<file path="src/rtl/systolic_out_writer_pkg.sv">
// Shared constants and FSM encoding for the systolic array drain writer.
// Accumulator lane width, requantization saturation bounds and drain states.
package systolic_out_writer_pkg;

    localparam int OUTCOME_WIDTH = 21;
    localparam int QMAX = 127;
    localparam int QMIN = -128;

    typedef enum logic [1:0] {
        ST_IDLE  = 2'd0,
        ST_ISSUE = 2'd1,
        ST_LAST  = 2'd2,
        ST_DONE  = 2'd3
    } state_t;

endpackage

</file>
<file path="src/rtl/systolic_out_writer_quant.sv">
// Combinational requantizer for one accumulator lane:
// round-half-up right shift followed by saturation to the signed output range.
module out_quantizer
    import systolic_out_writer_pkg::*;
#(
    parameter int DATA_WIDTH = 8
) (
    input  logic [OUTCOME_WIDTH-1:0] outcome,
    input  logic [3:0]               shift_amt,
    output logic [DATA_WIDTH-1:0]    quant
);

    // One guard bit keeps the rounding add from overflowing.
    localparam int EW = OUTCOME_WIDTH + 1;

    logic signed [EW-1:0] ext;
    logic signed [EW-1:0] bias;
    logic signed [EW-1:0] sum;
    logic signed [EW-1:0] shifted;

    always_comb begin
        ext  = {outcome[OUTCOME_WIDTH-1], outcome};
        bias = '0;
        if (shift_amt != 4'd0) begin
            bias = EW'(1) << (shift_amt - 4'd1);
        end
        sum     = ext + bias;
        shifted = sum >>> shift_amt;
        if (shifted > $signed(EW'(QMAX))) begin
            quant = DATA_WIDTH'(QMAX);
        end else if (shifted < $signed(EW'(QMIN))) begin
            quant = DATA_WIDTH'(QMIN);
        end else begin
            quant = shifted[DATA_WIDTH-1:0];
        end
    end

endmodule

</file>
<file path="src/rtl/systolic_out_writer.sv">
// Drain-side writer: steps matrix_index over all output vectors, requantizes
// each lane and writes the packed vector to the output SRAM pair one cycle later.
module systolic_out_writer
    import systolic_out_writer_pkg::*;
#(
    parameter int ARRAY_SIZE      = 8,
    parameter int SRAM_DATA_WIDTH = 32,
    parameter int DATA_WIDTH      = 8,
    parameter int ADDR_WIDTH      = 10
) (
    input  logic                                clk,
    input  logic                                srstn,
    input  logic                                start,
    input  logic [3:0]                          shift_amt,
    input  logic [ADDR_WIDTH-1:0]               base_addr,
    input  logic [ARRAY_SIZE*OUTCOME_WIDTH-1:0] mul_outcome,
    output logic [5:0]                          matrix_index,
    output logic                                sram_wen,
    output logic [ADDR_WIDTH-1:0]               sram_waddr,
    output logic [SRAM_DATA_WIDTH-1:0]          sram_wdata0,
    output logic [SRAM_DATA_WIDTH-1:0]          sram_wdata1,
    output logic                                busy,
    output logic                                done
);

    localparam int VW = 2 * SRAM_DATA_WIDTH;

    generate
        if (ARRAY_SIZE * DATA_WIDTH != VW) begin : g_bad_geometry
            $error("ARRAY_SIZE*DATA_WIDTH must equal 2*SRAM_DATA_WIDTH");
        end
    endgenerate

    state_t                  state_reg, state_next;
    logic [5:0]              idx_reg, idx_next;
    logic [3:0]              shift_reg, shift_next;
    logic [ADDR_WIDTH-1:0]   base_reg, base_next;
    logic                    wen_reg, wen_next;
    logic [ADDR_WIDTH-1:0]   waddr_reg, waddr_next;
    logic [VW-1:0]           wdata_reg, wdata_next;
    logic [VW-1:0]           quant_vec;

    // Lane 0 lands in the MSB byte of word 0; lane ARRAY_SIZE/2 in the MSB byte of word 1.
    genvar gi;
    generate
        for (gi = 0; gi < ARRAY_SIZE; gi++) begin : g_lane
            out_quantizer #(
                .DATA_WIDTH (DATA_WIDTH)
            ) u_quant (
                .outcome   (mul_outcome[gi*OUTCOME_WIDTH +: OUTCOME_WIDTH]),
                .shift_amt (shift_reg),
                .quant     (quant_vec[VW-1-gi*DATA_WIDTH -: DATA_WIDTH])
            );
        end
    endgenerate

    always_ff @(posedge clk) begin
        if (!srstn) begin
            state_reg <= ST_IDLE;
            idx_reg   <= '0;
            shift_reg <= '0;
            base_reg  <= '0;
            wen_reg   <= 1'b1;
            waddr_reg <= '0;
            wdata_reg <= '0;
        end else begin
            state_reg <= state_next;
            idx_reg   <= idx_next;
            shift_reg <= shift_next;
            base_reg  <= base_next;
            wen_reg   <= wen_next;
            waddr_reg <= waddr_next;
            wdata_reg <= wdata_next;
        end
    end

    always_comb begin
        state_next = state_reg;
        idx_next   = idx_reg;
        shift_next = shift_reg;
        base_next  = base_reg;
        wen_next   = 1'b1;
        waddr_next = waddr_reg;
        wdata_next = wdata_reg;

        case (state_reg)
            ST_IDLE: begin
                if (start) begin
                    shift_next = shift_amt;
                    base_next  = base_addr;
                    idx_next   = '0;
                    state_next = ST_ISSUE;
                end
            end
            ST_ISSUE: begin
                wen_next   = 1'b0;
                waddr_next = base_reg + ADDR_WIDTH'(idx_reg);
                wdata_next = quant_vec;
                idx_next   = idx_reg + 6'd1;
                if (idx_reg == 6'(ARRAY_SIZE - 1)) begin
                    state_next = ST_LAST;
                end
            end
            ST_LAST: begin
                // Final vector is on the SRAM port this cycle.
                idx_next   = '0;
                state_next = ST_DONE;
            end
            ST_DONE: begin
                idx_next   = '0;
                state_next = ST_IDLE;
            end
            default: begin
                state_next = ST_IDLE;
            end
        endcase
    end

    assign matrix_index = idx_reg;
    assign sram_wen     = wen_reg;
    assign sram_waddr   = waddr_reg;
    assign sram_wdata0  = wdata_reg[VW-1 -: SRAM_DATA_WIDTH];
    assign sram_wdata1  = wdata_reg[SRAM_DATA_WIDTH-1:0];
    assign busy         = (state_reg == ST_ISSUE) || (state_reg == ST_LAST);
    assign done         = (state_reg == ST_DONE);

endmodule

</file>
<file path="config.mk">
export PLATFORM = sky130hd
export DESIGN_NAME = systolic_out_writer
export DESIGN_NICKNAME = d
export VERILOG_FILES = /design/src/rtl/systolic_out_writer_pkg.sv /design/src/rtl/systolic_out_writer_quant.sv /design/src/rtl/systolic_out_writer.sv
export SDC_FILE = /design/constraint.sdc
export NUM_CORES = 1
export LEC_CHECK = 0
export ABC_AREA = 0
export CORE_UTILIZATION = 33
export DETAILED_ROUTE_END_ITERATION = 16
export PLACE_DENSITY = 0.61
export SETUP_SLACK_MARGIN = 0.05
export SKIP_LAST_GASP = 1
export SYNTH_ARGS = -nofsm -noshare
export SYNTH_HDL_FRONTEND = slang
export SYNTH_SLANG_ARGS = --single-unit
</file>
<file path="constraint.sdc">
create_clock -name clk -period 6.6 [get_ports clk]
set_input_delay 0.66 -clock clk [delete_from_list [all_inputs] [get_ports clk]]
set_output_delay 0.66 -clock clk [all_outputs]
set_load 0.05 [all_outputs]
</file>
## Word level (Yosys, flattened, before mapping)

Cells that the tools add are included.

| word-level totals | value |
|---|---|
| register bits after elaboration | 97 |
| input bits | 185 |
| output and inout port bits | 83 |
| logic and storage cells | 78 |

| operators by class | value |
|---|---|
| add/subtract/negate cells | 11 |
| order comparisons | 16 |
| eq/ne operators | 6 |
| shifts and indexed selects | 9 |
| multiplexer cells | 23 |
| reductions and logical operators | 6 |

Operators with widths:

| cell | count |
|---|---|
| 21-bit by 22-bit adder with 22-bit output | 8 |
| 22-bit by 8-bit > comparator with 1-bit output, second input constant | 8 |
| 22-bit by 8-bit less-than comparator with 1-bit output, second input constant | 8 |
| 22-bit by 4-bit >>> shifter with 22-bit output | 8 |
| 8-bit 2-to-1 mux | 16 |
| 22-bit 2-to-1 mux | 1 |
| 1-bit by 4-bit << shifter with 22-bit output, first input constant | 1 |
| 6-bit one-hot mux with 3 select lines | 1 |
| 10-bit by 6-bit adder with 10-bit output | 1 |
| 2-bit one-hot mux with 4 select lines | 1 |
| 6-bit by 1-bit adder with 6-bit output, second input constant | 1 |
| 6-bit by 3-bit equality test with 1-bit output, second input constant | 1 |
| 6-bit 2-to-1 mux | 1 |
| 2-bit equality test, second input constant | 2 |
| 2-bit 2-to-1 mux | 2 |
| 2-bit inequality test, second input constant | 2 |
| 2-bit AND reduction | 2 |
| 4-bit nonzero test | 1 |
| 4-bit by 1-bit subtractor with 4-bit output, second input constant | 1 |
| 2-bit by 1-bit equality test with 1-bit output, second input constant | 1 |
| 2-bit zero test | 1 |
| 2-bit OR reduction | 1 |
| 1-bit logical OR | 1 |
| 1-bit 2-to-1 mux | 1 |

## Depth between registers and ports, before layout

Gate-level depths: netlist (run 1).

| depth | value |
|---|---|
| word-level depth | 8 |
| gate-level depth with buffers | 23 |
| depth with buffers taken out | 18 |

## Hierarchy

From an unflattened synthesis (run 1), not the netlist that was laid out.

| unflattened totals | value |
|---|---|
| cell total of the unflattened synthesis | 3256 |
| area, all modules | 22560.4 um^2 |

By module, submodules not included:

| module | times used | cells each | area each (um^2) | sequential area each (um^2) |
|---|---|---|---|---|
| out_quantizer (g_lane[0].u_quant ...) | 7 | 350 | 2282.2 | 0.0 |
| systolic_out_writer | 1 | 402 | 3902.5 | 1941.9 |
| out_quantizer (g_lane[2].u_quant) | 1 | 404 | 2682.6 | 0.0 |

## Worst setup path after synthesis (run 1)

No wires, ideal clock.

| timing path | value |
|---|---|
| path type | reg-to-reg |
| start point | register shift_reg[1] |
| end point | register wdata_reg[22] |
| setup time | 0.070 ns |
| arrival time | 6.264 ns |
| required time | 6.530 ns |
| path slack | 0.266 ns |
| stages on the path, launching flop included | 21 |
| path buffers | 4 |
| clock period less this slack | 6.334 ns |
| cells stage by stage | dfxtp_1 buf_6 clkbuf_1 nand2_1 clkbuf_1 buf_1 nor2_1 ha_1 a21o_1 maj3_1 a211oi_2 nor3_4 o311a_1 o21ai_0 o21ai_1 mux4_2 o21a_1 or4_4 o31ai_4 o211ai_1 a21oi_1 |

| on the way | value |
|---|---|
| word-level cells in the longest chain between the ends | 8 |
| elaborated cells between the ends (all ways) | 10 |
| classes of those cells | add/sub: 2; order compare: 2; shift: 2; mux: 3; reduce/logical: 1 |

RTL lines:

| element | line | RTL |
|---|---|---|
| from (decl) | systolic_out_writer.sv:36 | `logic [3:0] shift_reg, shift_next;` |
| from (signal assigned) | systolic_out_writer.sv:69 | `shift_reg <= shift_next;` |
| 4-bit by 1-bit subtractor with 4-bit output | systolic_out_writer_quant.sv:25 | `bias = EW'(1) << (shift_amt - 4'd1);` |
| 1-bit by 4-bit << shifter with 22-bit output | systolic_out_writer_quant.sv:25 |  |
| 22-bit 2-to-1 mux | systolic_out_writer_quant.sv:24 | `if (shift_amt != 4'd0) begin` |
| 21-bit by 22-bit adder with 22-bit output | systolic_out_writer_quant.sv:27 | `sum = ext + bias;` |
| 22-bit by 4-bit >>> shifter with 22-bit output (*) | systolic_out_writer_quant.sv:28 | `shifted = sum >>> shift_amt;` |
| 22-bit by 8-bit less-than comparator with 1-bit output | systolic_out_writer_quant.sv:31 | `end else if (shifted < $signed(EW'(QMIN))) begin` |
| 8-bit 2-to-1 mux | systolic_out_writer_quant.sv:31 |  |
| 8-bit 2-to-1 mux (*) | systolic_out_writer_quant.sv:29 | `if (shifted > $signed(EW'(QMAX))) begin` |
| to (signal assigned) | systolic_out_writer.sv:73 | `wdata_reg <= wdata_next;` |
| to (decl) | systolic_out_writer.sv:40 | `logic [VW-1:0] wdata_reg, wdata_next;` |

Every way passes the cells marked *; elsewhere a longest branch is shown, timed or not.
A chain may end at the register's enable or synchronous reset.

## Worst setup path after layout (run 1)

| timing path | value |
|---|---|
| start point | register shift_reg[0] |
| end point | register wdata_reg[20] |

Same word-level chain as after synthesis.

==> summary.txt, run 1 <==
Initial antenna violation count = 3
R2r setup slk = 0.57 ns
Largest register FFs = 64
Worst Hold Class = reg -> reg
VDD IR max = 0.260 mV
Most used flip-flop cell after synthesis = dfxtp_1
Clk buf depth = 2
Crit path buf inv count = 1
CTS HTree Levels = 3
CP required = 6.84 ns
Crit. End Element = flop
Top delay family on crit path = compound AO/OA/AOI/OAI gates
PD cells = 267 nW/µm²
EDFF count, synth = 0
Hold buffers post-CTS = 0
Detailed-placement wirelength estimate = 92300 µm
Final setup viols = 0
Comb pwr share = 0.788
P_leak = 10.7 nW
Num Clock Sinks = 97
Final #Nets = 3878
CP cell instances = nand2_1 -> nor2_2 -> buf_4 -> ha_1 -> o21a_1 -> a2bb2oi_1 -> o21ai_0 -> o21ai_1 -> o21ai_1 -> xnor2_1 -> o221ai_1 -> or3_1 -> or4_1 -> o32a_1 -> o21ai_2 -> a21oi_1
Post-route ant nets = 0
CP dominant cell by count = o21ai_1
Avg Synthesized Cell Area = 6.97 µm²
WP data arrival = 6.27 ns
Crit path launch type = flop
Setup Fix Bufs, Post-CTS = 0
Root buffer cell = clkbuf_16
CP Launch Point = shift_reg[0]
Synth cell count leaders = nand2_1 (350), nor2_1 (333), o21ai_0 (258), a21oi_1 (240), clkbuf_1 (194)
Setup CP Type = reg -> reg
Initial Util = 0.335
Fin. max-slew vios = 0
Latest clock arrival within the worst-skew pair = 0.38 ns
1st-pass router iterations = 6
I/O pin total = 268
Post-layout min period = 6.03 ns
Critical path's slowest cell = nor2_2
Core area = 71600 µm²
Post-synth top area share = 0.0810
Post-synth ARST share = 0
Crit. path cell count = 16
Die Wd = 271 µm
Pwr Total = 7.51 mW
Number of global-route vias before repair = 27600
RSZ-0062 raised after global routing = false
Via count = 29600
Area grow syn2layout = 17.1%
Pin count of the biggest net entering global routing = 122
Area contributors post-synth = dfxtp_1 (8.1%), xnor2_1 (5.8%), nand2_1 (5.5%)
Via/cell ratio = 6.52
Post-CTS Resized = 0
Most frequent cell after synthesis = nand2_1
Critical Path Fanout Max = 14
Final hold violations = 0
Switching pwr = 4.43 mW
Global-route wire length before repair = 176000 µm
Total track usage = 0.310
Share of layout cells above drive strength 1 = 0.0903
Tightest Pin Transition = 1.12 ns
Fin area = 28100 µm²
Row count = 98
Seq cells post-synth = 97
Antenna diodes = 0
Port-buffer cells = 267
Fin util = 0.392
Clock transition at path regs = 0.08 ns
# DRC = 0
Power Internal = 3.08 mW
Fillers = 7701
FF-to-FF End = wdata_reg[20]
Clock power frac = 0.074
Synth unique cells = 127
Yosys warnings = 0
Setup TNS = 0 ns
GRT overflow = 0
MaxCap Viol Count = 0
WL/cell = 26.5 µm
TritonCTS Buffers = 9
Mapped Cells = 3439
CTS tree = built
Max-slew headroom = 0.254
Sw Share = 0.590
Placer congestion estimate = 1.02
Sequential share of power = 0.137
Max Clock Freq = 166 MHz
Post-Syn Area = 24000 µm²
Worst clock skew = 0.0125 ns
Fin crit share = 0.914
Die ar. = 73700 µm²
Seq/Total Area, Yosys = 0.0810
Worst R2R Start = shift_reg[0]
Cell count of the worst reg-to-reg path = 16
Total wire length = 120000 µm
Largest stage delay on the critical path = 0.69 ns
Critical Path End = wdata_reg[20]
Area leader, netlist = dfxtp_1
First-iteration detailed-routing DRC count = 4032
Die Height = 271 µm
Dpl cell area = 27800 µm²
Status = completed
==> power groups by stage <==
stage / clock network [mW] / logic, mW / registers, mW
global route: 0.585 / 6.22 / 1.04
floorplan: 0 / 3.22 / 1.54
detailed placement: 0 / 5.73 / 1.04
global placement: 0 / 5.75 / 1.04
CTS: 0.562 / 5.75 / 1.03
finish: 0.558 / 5.92 / 1.03
==> through the flow <==
stage | hold WS (ns) | cells | worst slack [ns]
finish | 0.475 | 4539 | 0.569
global route | 0.494 | 4539 | 0.351
CTS | 0.472 | 4539 | 0.784
detailed placement | 0.462 | 4523 | 0.768
global placement | 0.458 | 4523 | 0.806
floorplan | 0.447 | 3446 | 0.266
==> tightest hold or removal path, cell delays in order (launching register included) <==
cell and delay, ns:
dfxtp_1 0.31, nand2_1 0.05, a21boi_0 0.07
==> placed cells by master (no fill, tap or decap), drive strengths merged, types with 65 or more instances in the layout <==
| master | n |
|---|---|
| a211oi | 81 |
| a21oi | 242 |
| a31oi | 65 |
| buf | 131 |
| clkdlybuf4s50 | 266 |
| dfxtp | 97 |
| ha | 100 |
| inv | 73 |
| mux2i | 101 |
| nand2 | 350 |
| nand3 | 95 |
| nor2 | 335 |
| o211ai | 75 |
| o21ai | 289 |
| xnor2 | 159 |
==> how the worst min path moves through the flow <==
stage,startpoint,cells past startpoint,endpoint
6_report,base_reg[4],2,base_reg[4]
5_1_grt,wdata_reg[63],2,wdata_reg[63]
4_1_cts,base_reg[0],2,base_reg[0]
3_5_place_dp,base_reg[0],2,base_reg[0]
3_3_place_gp,base_reg[0],2,base_reg[0]
2_1_floorplan,base_reg[0],2,base_reg[0]
==> kinds of logic (layout without fill, tap and decap cells) <==
kind of cell	after synthesis	in the layout	share of synthesized area
flip-flops	97	97	0.0810
multiplexers	156	156	0.0828
other	1	8	0.000156
buffers and inverters	341	484	0.0588
adder cells (fa/ha/maj)	133	133	0.0698
AND/OR/NAND/NOR	1155	1155	0.233
AO/OA/AOI/OAI	1344	1344	0.395
XOR/XNOR	212	212	0.0789
==> per-layer routing <==
layer	GRT usage	part of all wire	vias to the layer above
li1	-	-	13400
met4	0.195	0.071	4
met2	0.495	0.44	1716
met1	0.385	0.39	14000
met5	0	0.00017	-
met3	0.0564	0.094	401
==> cell type report <==
type / count / area [µm²] / share of cell area
clock inverter: 6 / 55.1 / 0.00196
multi-input combinational: 3008 / 20700 / 0.737
inverter: 71 / 273 / 0.00972
sequential: 97 / 1960 / 0.0697
tap: 950 / 1190 / 0.0424
clock buffer: 10 / 239 / 0.00851
timing repair buffer: 397 / 3680 / 0.131
(Power assumes the default switching activity.)
==> run 2, diff against run 1 <==
--- a/config.mk
+++ b/config.mk
@@ -9,2 +9,3 @@
 export CORE_UTILIZATION = 33
+export CTS_CLUSTER_SIZE = 25
 export DETAILED_ROUTE_END_ITERATION = 16
==> constraint.sdc (replaced) <==
create_clock -name clk -period 6.6 [get_ports clk]
set_input_delay 0.99 -clock clk [delete_from_list [all_inputs] [get_ports clk]]
set_output_delay 0.99 -clock clk [all_outputs]
set_load 0.05 [all_outputs]
==> run 2 against run 1 <==
- sequential cell count unchanged
- sequential share of layout area about the same
- count of clock-buffer cells in the layout increased by 1
- critical path depth grew 3
- worst setup slack lost 0.11 ns
- utilization is essentially flat
- clock skew up 0.0071 ns
- hold slack got worse by 0.0024 ns
- wire length decreased by 1.4%
- first-iteration DRC count is 14% lower
- cell area decreased by 0.12%
- non-clock buffer count is 9 lower
==> summary.txt, run 2 (synthesis results as in run 1) <==
Die Wd = 271 µm
Root buffer cell = clkbuf_16
Worst R2R Start = shift_reg[2]
Worst Setup Slack, final = 0.458 ns
R2r setup slk = 0.46 ns
Crit. End Element = flop
WL/cell = 26.1 µm
Global-route wire length before repair = 174000 µm
Setup CP Type = reg -> reg
Hold buffers post-CTS = 0
I/O pin total = 268
Total wire length = 118000 µm
Clk buf depth = 2
Cell count of the worst reg-to-reg path = 19
Crit path launch type = flop
Commonest non-fill, non-tap cell in the layout = nand2_1
# DRC = 0
Die ar. = 73700 µm²
Port-buffer cells = 267
Fillers = 7657
Clock transition at path regs = 0.08 ns
Max-slew headroom = 0.288
Post-route insts no fill = 4531
Status = completed
Fin area = 28000 µm²
1st-pass router iterations = 6
Dpl cell area = 27700 µm²
Placer congestion estimate = 1.01
CTS HTree Levels = 3
Pin count of the biggest net entering global routing = 122
Max Clock Freq = 163 MHz
WP data arrival = 6.43 ns
Latest clock arrival within the worst-skew pair = 0.36 ns
Hold_ws = 0.473 ns
FF-to-FF End = wdata_reg[46]
First-iteration detailed-routing DRC count = 3448
Pwr Total = 7.52 mW
Final hold violations = 0
Area grow syn2layout = 17.0%
Post-CTS Resized = 0
P_leak = 10.7 nW
Hold Path Depth = 2
CP required = 6.89 ns
Worst hold start = base_reg[3]
Share of layout cells above drive strength 1 = 0.0877
Detailed-placement wirelength estimate = 91600 µm
Post-layout min period = 6.14 ns
RSZ-0062 raised after global routing = false
CTS tree = built
Number of global-route vias before repair = 27100
Via/cell ratio = 6.43
GRT overflow = 0
Worst clock skew = 0.0196 ns
VDD IR max = 0.202 mV
PD cells = 268 nW/µm²
Pre-CTS setup slack = 0.634 ns
Total track usage = 0.306
Final #Nets = 3869
Initial Util = 0.335
WHS Endpoint = base_reg[3]
Critical Path Fanout Max = 18
Fin crit share = 0.931
Placed cells = 4514
Worst Hold Class = reg -> reg
Via count = 29100
TritonCTS Buffers = 9
Core area = 71600 µm²
Setup TNS = 0 ns
Tightest Pin Transition = 1.06 ns
Fin. max-slew vios = 0
Largest register FFs = 64
Fin util = 0.391
Die Height = 271 µm
Post-route ant nets = 0
Initial antenna violation count = 3
Row count = 98
Num Clock Sinks = 97
MaxCap Viol Count = 0
Most frequent cells in the layout = nand2_1 (350), nor2_1 (323), clkdlybuf4s50_1 (266)
Setup Fix Bufs, Post-CTS = 0
Final setup viols = 0
run 2: worst max path at each step:
stage / startpoint / cells past startpoint / to
after CTS: shift_reg[2] / 19 / wdata_reg[46]
after detailed placement: mul_outcome[42] / 16 / wdata_reg[46]
final: shift_reg[2] / 19 / wdata_reg[46]
after global routing: shift_reg[2] / 19 / wdata_reg[46]
after global placement: mul_outcome[42] / 16 / wdata_reg[46]
after floorplan: shift_reg[1] / 20 / wdata_reg[22]
run 2: worst max-delay path: stages (launching register included):
cell	delay, ns
dfxtp_4	0.47
clkinv_2	0.31
nand2_1	0.37
nor2_1	0.11
buf_4	0.23
ha_1	0.24
fa_1	0.43
or2_2	0.29
a211oi_1	0.45
o21ai_0	0.18
maj3_1	0.52
a211oi_2	0.31
xor2_1	0.19
a222oi_1	0.53
o211ai_1	0.19
a211oi_1	0.24
a41oi_1	0.14
o41a_1	0.43
a211o_1	0.31
a21oi_1	0.13
run 2: cell type report:
cell class | instances | area [µm²] | area share
antenna | 1 | 2.50 | 0.0000893
clock buffer | 11 | 253 | 0.00902
clock inverter | 5 | 61.3 | 0.00219
inverter | 71 | 273 | 0.00973
multi-input combinational | 3008 | 20700 | 0.737
sequential | 97 | 1960 | 0.0698
tap | 950 | 1190 | 0.0424
timing repair buffer | 388 | 3630 | 0.129
run 2: layer usage:
metal,track usage,part of all wire,vias to the layer above,routed length (µm)
met5,0,0,-,0
met4,0.182,0.069,0,8150
met3,0.0527,0.093,310,11000
met2,0.493,0.45,1600,53000
met1,0.382,0.39,13800,46300
li1,-,-,13400,-
run 2: power breakdown:
| group | switching (mW) | leakage [nW] | internal, mW |
|---|---|---|---|
| clock | 0.264 | 0.153 | 0.318 |
| sequential | 0.234 | 0.801 | 0.795 |
| combinational | 3.91 | 9.71 | 2.00 |
| total | 4.41 | 10.7 | 3.11 |
